`src/rtl/ha_pkg.sv`:
```
// Shared constants and types for the half-adder family.
// Latency: n/a (types only). Backpressure: n/a.
package ha_pkg;

    localparam int HA_MAX_WIDTH = 64;

    // One lane's result, packed as {carry, sum}.
    typedef struct packed {
        logic carry;
        logic sum;
    } ha_lane_t;

endpackage

```
`src/rtl/half_adder_cell.sv`:
```
// Single-bit combinational half adder: sum = a ^ b, carry = a & b.
// Latency: 0 cycles. Backpressure: none.
module half_adder_cell (
    input  logic a,
    input  logic b,
    output logic sum,
    output logic carry
);

    assign sum   = a ^ b;
    assign carry = a & b;

endmodule

```
`src/rtl/half_adder.sv`:
```
// WIDTH-lane half adder with optional output register and valid tracking.
// Latency: 1 cycle (REG_OUT=1) or 0 (REG_OUT=0). Backpressure: none, accepts every cycle.
module half_adder
    import ha_pkg::*;
#(
    parameter int WIDTH   = 1,
    parameter bit REG_OUT = 1
) (
    input  logic             clk,
    input  logic             rst_n,
    input  logic [WIDTH-1:0] a,
    input  logic [WIDTH-1:0] b,
    input  logic             in_valid,
    output logic [WIDTH-1:0] sum,
    output logic [WIDTH-1:0] carry,
    output logic             out_valid
);

    if (WIDTH < 1 || WIDTH > HA_MAX_WIDTH) begin : g_bad_width
        $error("half_adder: WIDTH must be in 1..%0d", HA_MAX_WIDTH);
    end

    ha_lane_t [WIDTH-1:0] lane;
    logic     [WIDTH-1:0] sum_c;
    logic     [WIDTH-1:0] carry_c;

    for (genvar i = 0; i < WIDTH; i++) begin : g_lane
        half_adder_cell u_cell (
            .a     (a[i]),
            .b     (b[i]),
            .sum   (lane[i].sum),
            .carry (lane[i].carry)
        );
    end

    always_comb begin
        sum_c   = '0;
        carry_c = '0;
        for (int i = 0; i < WIDTH; i++) begin
            sum_c[i]   = lane[i].sum;
            carry_c[i] = lane[i].carry;
        end
    end

    if (REG_OUT) begin : g_reg
        logic [WIDTH-1:0] sum_q;
        logic [WIDTH-1:0] carry_q;
        logic             valid_q;

        // Data holds when no input is accepted; only valid drops.
        always_ff @(posedge clk) begin
            if (!rst_n) begin
                sum_q   <= '0;
                carry_q <= '0;
                valid_q <= 1'b0;
            end else begin
                if (in_valid) begin
                    sum_q   <= sum_c;
                    carry_q <= carry_c;
                end
                valid_q <= in_valid;
            end
        end

        assign sum       = sum_q;
        assign carry     = carry_q;
        assign out_valid = valid_q;
    end else begin : g_comb
        logic rst_flag;

        always_ff @(posedge clk) begin
            rst_flag <= ~rst_n;
        end

        assign sum       = rst_flag ? '0 : sum_c;
        assign carry     = rst_flag ? '0 : carry_c;
        assign out_valid = rst_flag ? 1'b0 : in_valid;
    end

endmodule

```
`config.mk`:
```
export PLATFORM = sky130hd
export DESIGN_NAME = half_adder
export DESIGN_NICKNAME = d
export VERILOG_FILES = /design/src/rtl/ha_pkg.sv /design/src/rtl/half_adder_cell.sv /design/src/rtl/half_adder.sv
export SDC_FILE = /design/constraint.sdc
export NUM_CORES = 1
export LEC_CHECK = 0
export ABC_CLOCK_PERIOD_IN_PS = 900
export CORE_AREA = 2 2 39 41
export CTS_BUF_LIST = sky130_fd_sc_hd__clkbuf_4 sky130_fd_sc_hd__clkbuf_8
export CTS_CLUSTER_DIAMETER = 120
export CTS_CLUSTER_SIZE = 16
export DETAILED_ROUTE_END_ITERATION = 12
export DIE_AREA = 0 0 41 43
export DONT_BUFFER_PORTS = 1
export PLACE_DENSITY_LB_ADDON = 0.25
export SYNTH_ARGS = -nofsm -noshare
export SYNTH_HDL_FRONTEND = slang
export SYNTH_HIERARCHICAL = 1
export SYNTH_SLANG_ARGS = --single-unit
```
`constraint.sdc`:
```
create_clock -name clk -period 0.9 [get_ports clk]
set_input_delay 0.135 -clock clk [delete_from_list [all_inputs] [get_ports clk]]
set_output_delay 0.135 -clock clk [all_outputs]
set_load 0.01 [all_outputs]
```
Word level (Yosys, flattened, before mapping)
Index checks and enable logic that the tools add are counted.
{"block": "word_totals", "elab_cells": 5, "out_inout_bits": 3, "register_bits": 3}
{"block": "classes", "n_bitwise": 2}
{"operator": "$and 1x1->1", "n": 1}
{"operator": "$xor 1x1->1", "n": 1}

Depth between registers and ports, before layout
Gate-level depths: netlist of run 1.
{"block": "depth", "depth_word": 1, "depth_mapped": 3, "ltp_nobuf": 3}

By module
The synthesis of run 1 kept the hierarchy.
{"mod": "half_adder", "area_each_um2": 100.1, "seq_area_each_um2": 60.1, "instances": 1, "cells_each": 8}
{"mod": "half_adder_cell", "area_each_um2": 12.5, "seq_area_each_um2": 0.0, "instances": 1, "cells_each": 1}

Least setup slack after synthesis of run 1
No wires, ideal clock.
{"block": "synth_timing", "path_type": "in2reg", "from": "input port a", "to": "register g_reg.sum_q (netlist: sum)", "path_slack_ns": 0.217, "path_buffers": 0, "cell_stages": 3, "setup_time_ns": 0.116, "t_arrival_ns": 0.567, "path_cell_list": "ha_1 > mux2i_1 > nor2b_1"}
{"block": "synth_between", "elab_chain_cells": 1}
{"element": "start: declaration", "line": "half_adder.sv:11", "source": "input logic [WIDTH-1:0] a,"}
{"element": "$xor 1x1->1", "line": "half_adder_cell.sv:10", "source": "assign sum = a ^ b;"}
{"element": "end signal: assignment", "line": "half_adder.sv:58", "source": "sum_q <= sum_c;"}
{"element": "end: declaration", "line": "half_adder.sv:46", "source": "logic [WIDTH-1:0] sum_q;"}
Every way passes these cells.
A chain may end at the register's enable or synchronous reset.

Final worst setup path of run 1
{"block": "layout_timing", "from": "register g_reg.sum_q (netlist: sum)", "to": "output port sum"}
{"element": "end: declaration", "line": "half_adder.sv:14", "source": "output logic [WIDTH-1:0] sum,"}
No word-level cell between the ends.

==> flow_metrics.env, run 1 <==
export IMPL_run_status="finished, final reports clean"
export IMPL_clock_sinks=3
export IMPL_synthCells=9
export IMPL_grt_pass1_wl_microns=365
export IMPL_ios=8
export IMPL_drtIter0Drc=2
export IMPL_reg2reg_setup_slack_ns=0.26
export IMPL_timing_setup_critical_path_class="flop to primary output"
export IMPL_drc=0
export IMPL_number_of_enable_flip_flop_cells_after_synthesis=0
export IMPL_final_hold_viol_count=0
export IMPL_antenna_left=0
export IMPL_portBuffers=0
export IMPL_wirelength_microns=268
export IMPL_timing_critical_path_arrival_ns=0.61
export IMPL_rows=14
export IMPL_finalMaxSlewViolations=0
export IMPL_timing_hold_worst_class="primary input to flop"
export IMPL_synth_largest_type_area_fraction=0.533
export IMPL_tritoncts="built"
export IMPL_final_setup_violation_count=0
export IMPL_hold_ws_ns=0.0371
export IMPL_place_worst_setup_slack_ns=0.180
export IMPL_synthesis_area_per_instance_sq_um=12.5
export IMPL_number_of_antenna_violations_at_the_first_check_in_global_routing=0
export IMPL_avgViaCountPerCell=2.86
export IMPL_h_tree_depth=1
export IMPL_critical_path_peak_fanout=2
export IMPL_post_synthesis_net_count=15
export IMPL_leading_cell_types_by_total_area_after_synthesis="sky130_fd_sc_hd__dfxtp_1 53%, sky130_fd_sc_hd__mux2i_1 18%, sky130_fd_sc_hd__ha_1 11%"
export IMPL_setup_slack_ns=0.152
export IMPL_met3_usage_in_global_routing=0.0942
export IMPL_die_area_sq_um=1760
export IMPL_worst_pin_slew_ns=0.158
export IMPL_cts_clk_slew_worst_paths_ns=0.04
export IMPL_cts_resized=0
export IMPL_power_density_cell_area_nw_per_um2=2650
export IMPL_critical_path_endpoint_type="primary output"
export IMPL_yosys_warnings=6
export IMPL_finalCritPeriodShare=0.831
export IMPL_met2_usage=0.0406
export IMPL_crit_required_ns=0.76
export IMPL_max_cap_violations=0
export IMPL_coreArea_sq_um=1380
export IMPL_largest_net_degree_at_the_start_of_global_routing=4
export IMPL_clock_insertion_delay_worst_skew_ns=0.23
export IMPL_yosysSeqAreaShare=0.533
export IMPL_rsz0062_at_grt="no"
export IMPL_fin_skew_ns=0
export IMPL_synthDistinctLibCells=5
export IMPL_gr_usage_met1=0.0159
export IMPL_cts_repair_timing_setup_buffer_count=0
export IMPL_ys_ff_latch=3
export IMPL_ctsRootBufferMaster="sky130_fd_sc_hd__clkbuf_4"
export IMPL_syn_cell_area_sq_um=113
export IMPL_global_route_overflow_total=0
export IMPL_number_of_global_route_vias_before_repair=99
export IMPL_summed_negative_setup_slack_over_all_endpoints_ns=0
export IMPL_detail_route_first_pass_iterations=2
export IMPL_cts_hold_buffers=0
export IMPL_vias=83
export IMPL_synth_most_common_cell="sky130_fd_sc_hd__dfxtp_1"
export IMPL_vdd_ir_drop_max_mv=0.217
export IMPL_synth_ff_type="sky130_fd_sc_hd__dfxtp_1"
export IMPL_floorplan_initialDensity=0.0814
export IMPL_layout_cell_share_with_drive_strength_beyond_1=0.385
export IMPL_leakage_nw=0.0691
export IMPL_crit_path_start_kind="flop"
export IMPL_slew_headroom=0.894
export IMPL_route_detailed_wl_per_inst_microns=9.24
export IMPL_synth_largest_area_cell="sky130_fd_sc_hd__dfxtp_1"
export IMPL_inserted_diodes=0
export IMPL_period_needed_ns=0.748
export IMPL_fin_nets=20
export IMPL_cts_max_path_buffers=2
export IMPL_max_freq_mhz=1340
export IMPL_gr_util_all_layers=0.0450
export IMPL_post_synth_most_frequent_cells="3 x sky130_fd_sc_hd__dfxtp_1, 2 x sky130_fd_sc_hd__mux2i_1, 2 x sky130_fd_sc_hd__nor2b_1, 1 x sky130_fd_sc_hd__and2_2, 1 x sky130_fd_sc_hd__ha_1"
export IMPL_fp_dieW_microns=41
export IMPL_numCtsBuffers=3
export IMPL_synthArstFlopShare=0
export IMPL_area_growth_pct=44.4
export IMPL_grt_busiest_layer="met3"
export IMPL_globalplace_congestion=0.469
export IMPL_die_y_microns=43
[layout make-up]
type                            count  area, sq um
Clock buffer                        4         30.0
Multi-Input combinational cell      6         52.6
Fill cell                         155         1220
Sequential cell                     3         60.1
Tap cell                           16         20.0
[layer usage]
| layer | vias up | share of wire |
|---|---|---|
| li1 | 37 | - |
| met1 | 33 | 0.21 |
| met2 | 11 | 0.30 |
| met3 | 2 | 0.44 |
| met4 | 0 | 0.052 |
| met5 | - | 0 |
[report_power, final]
part	switching [mW]	total (mW)	leakage, nW	internal, mW
combinational	0.00512	0.0156	0.0259	0.0104
sequential	0.00808	0.150	0.0248	0.142
clock	0.0702	0.266	0.0184	0.196
[sequential cells by signal, summed over array words and instances, names as in the netlist]
name,count
carry,1
out_valid,1
sum,1
[worst paths after layout]
kind	depth (start not counted)	from	endpoint
max	0	sum$_SDFFE_PN0P_	sum
min	1	in_valid	out_valid$_SDFF_PN0_
max reg2reg	2	sum$_SDFFE_PN0P_	sum$_SDFFE_PN0P_
min reg2reg	2	sum$_SDFFE_PN0P_	sum$_SDFFE_PN0P_
[logic make-up after synthesis]
logic type | count (synthesis) | share of synthesized area
adders and majority gates | 1 | 0.111
DFF | 3 | 0.533
muxes | 2 | 0.178
and+or+nand+nor | 3 | 0.178
[stage by stage]
stage	power (mW)	cell area [sq um]	util	std cells
after global placement	0.166	133	0.0958	25
final	0.431	163	0.118	29
after CTS	0.449	163	0.118	29
after global routing	0.457	163	0.118	29
after floorplan	0.164	113	-	9
after detailed placement	0.168	133	0.0958	25
[cell usage in the layout, fill, tap and decap left out]
| cell type | instances |
|---|---|
| sky130_fd_sc_hd__nor2b_1 | 2 |
| sky130_fd_sc_hd__clkbuf_4 | 4 |
| sky130_fd_sc_hd__ha_1 | 1 |
| sky130_fd_sc_hd__dfxtp_1 | 3 |
| sky130_fd_sc_hd__and2_2 | 1 |
| sky130_fd_sc_hd__mux2i_1 | 2 |
Power figures use the tool's default switching activity.
==> run 2: changes to the inputs <==
--- a/config.mk
+++ b/config.mk
@@ -5,7 +5,7 @@
 export SDC_FILE = /design/constraint.sdc
 export NUM_CORES = 1
 export LEC_CHECK = 0
-export ABC_CLOCK_PERIOD_IN_PS = 900
+export ABC_CLOCK_PERIOD_IN_PS = 800
 export CORE_AREA = 2 2 39 41
 export CTS_BUF_LIST = sky130_fd_sc_hd__clkbuf_4 sky130_fd_sc_hd__clkbuf_8
 export CTS_CLUSTER_DIAMETER = 120
==> constraint.sdc (replaced) <==
create_clock -name clk -period 0.8 [get_ports clk]
set_input_delay 0.12 -clock clk [delete_from_list [all_inputs] [get_ports clk]]
set_output_delay 0.12 -clock clk [all_outputs]
set_load 0.01 [all_outputs]
==> results of run 2 <==
The final DEF is identical to that of run 1. Status: finished, final reports clean.
Main changes from that run: setup slack after placement 0.180 ns -> 0.0951 ns; setup slack after layout 0.152 ns -> 0.0674 ns; hold slack 0.0371 ns -> 0.0221 ns; register-to-register setup slack 0.26 ns -> 0.16 ns; total power 0.431 mW -> 0.485 mW; worst IR drop on VDD 0.217 mV -> 0.244 mV
==> run 3: changes to the inputs <==
--- a/config.mk
+++ b/config.mk
@@ -6,6 +6,7 @@
 export NUM_CORES = 1
 export LEC_CHECK = 0
 export ABC_CLOCK_PERIOD_IN_PS = 800
+export CAP_MARGIN = 5
 export CORE_AREA = 2 2 39 41
 export CTS_BUF_LIST = sky130_fd_sc_hd__clkbuf_4 sky130_fd_sc_hd__clkbuf_8
 export CTS_CLUSTER_DIAMETER = 120
==> results of run 3 <==
The final DEF is identical to that of run 1. Status: finished, final reports clean.
Main changes from that run: setup slack after placement 0.180 ns -> 0.0951 ns; setup slack after layout 0.152 ns -> 0.0674 ns; hold slack 0.0371 ns -> 0.0221 ns; register-to-register setup slack 0.26 ns -> 0.16 ns; total power 0.431 mW -> 0.485 mW; worst IR drop on VDD 0.217 mV -> 0.244 mV
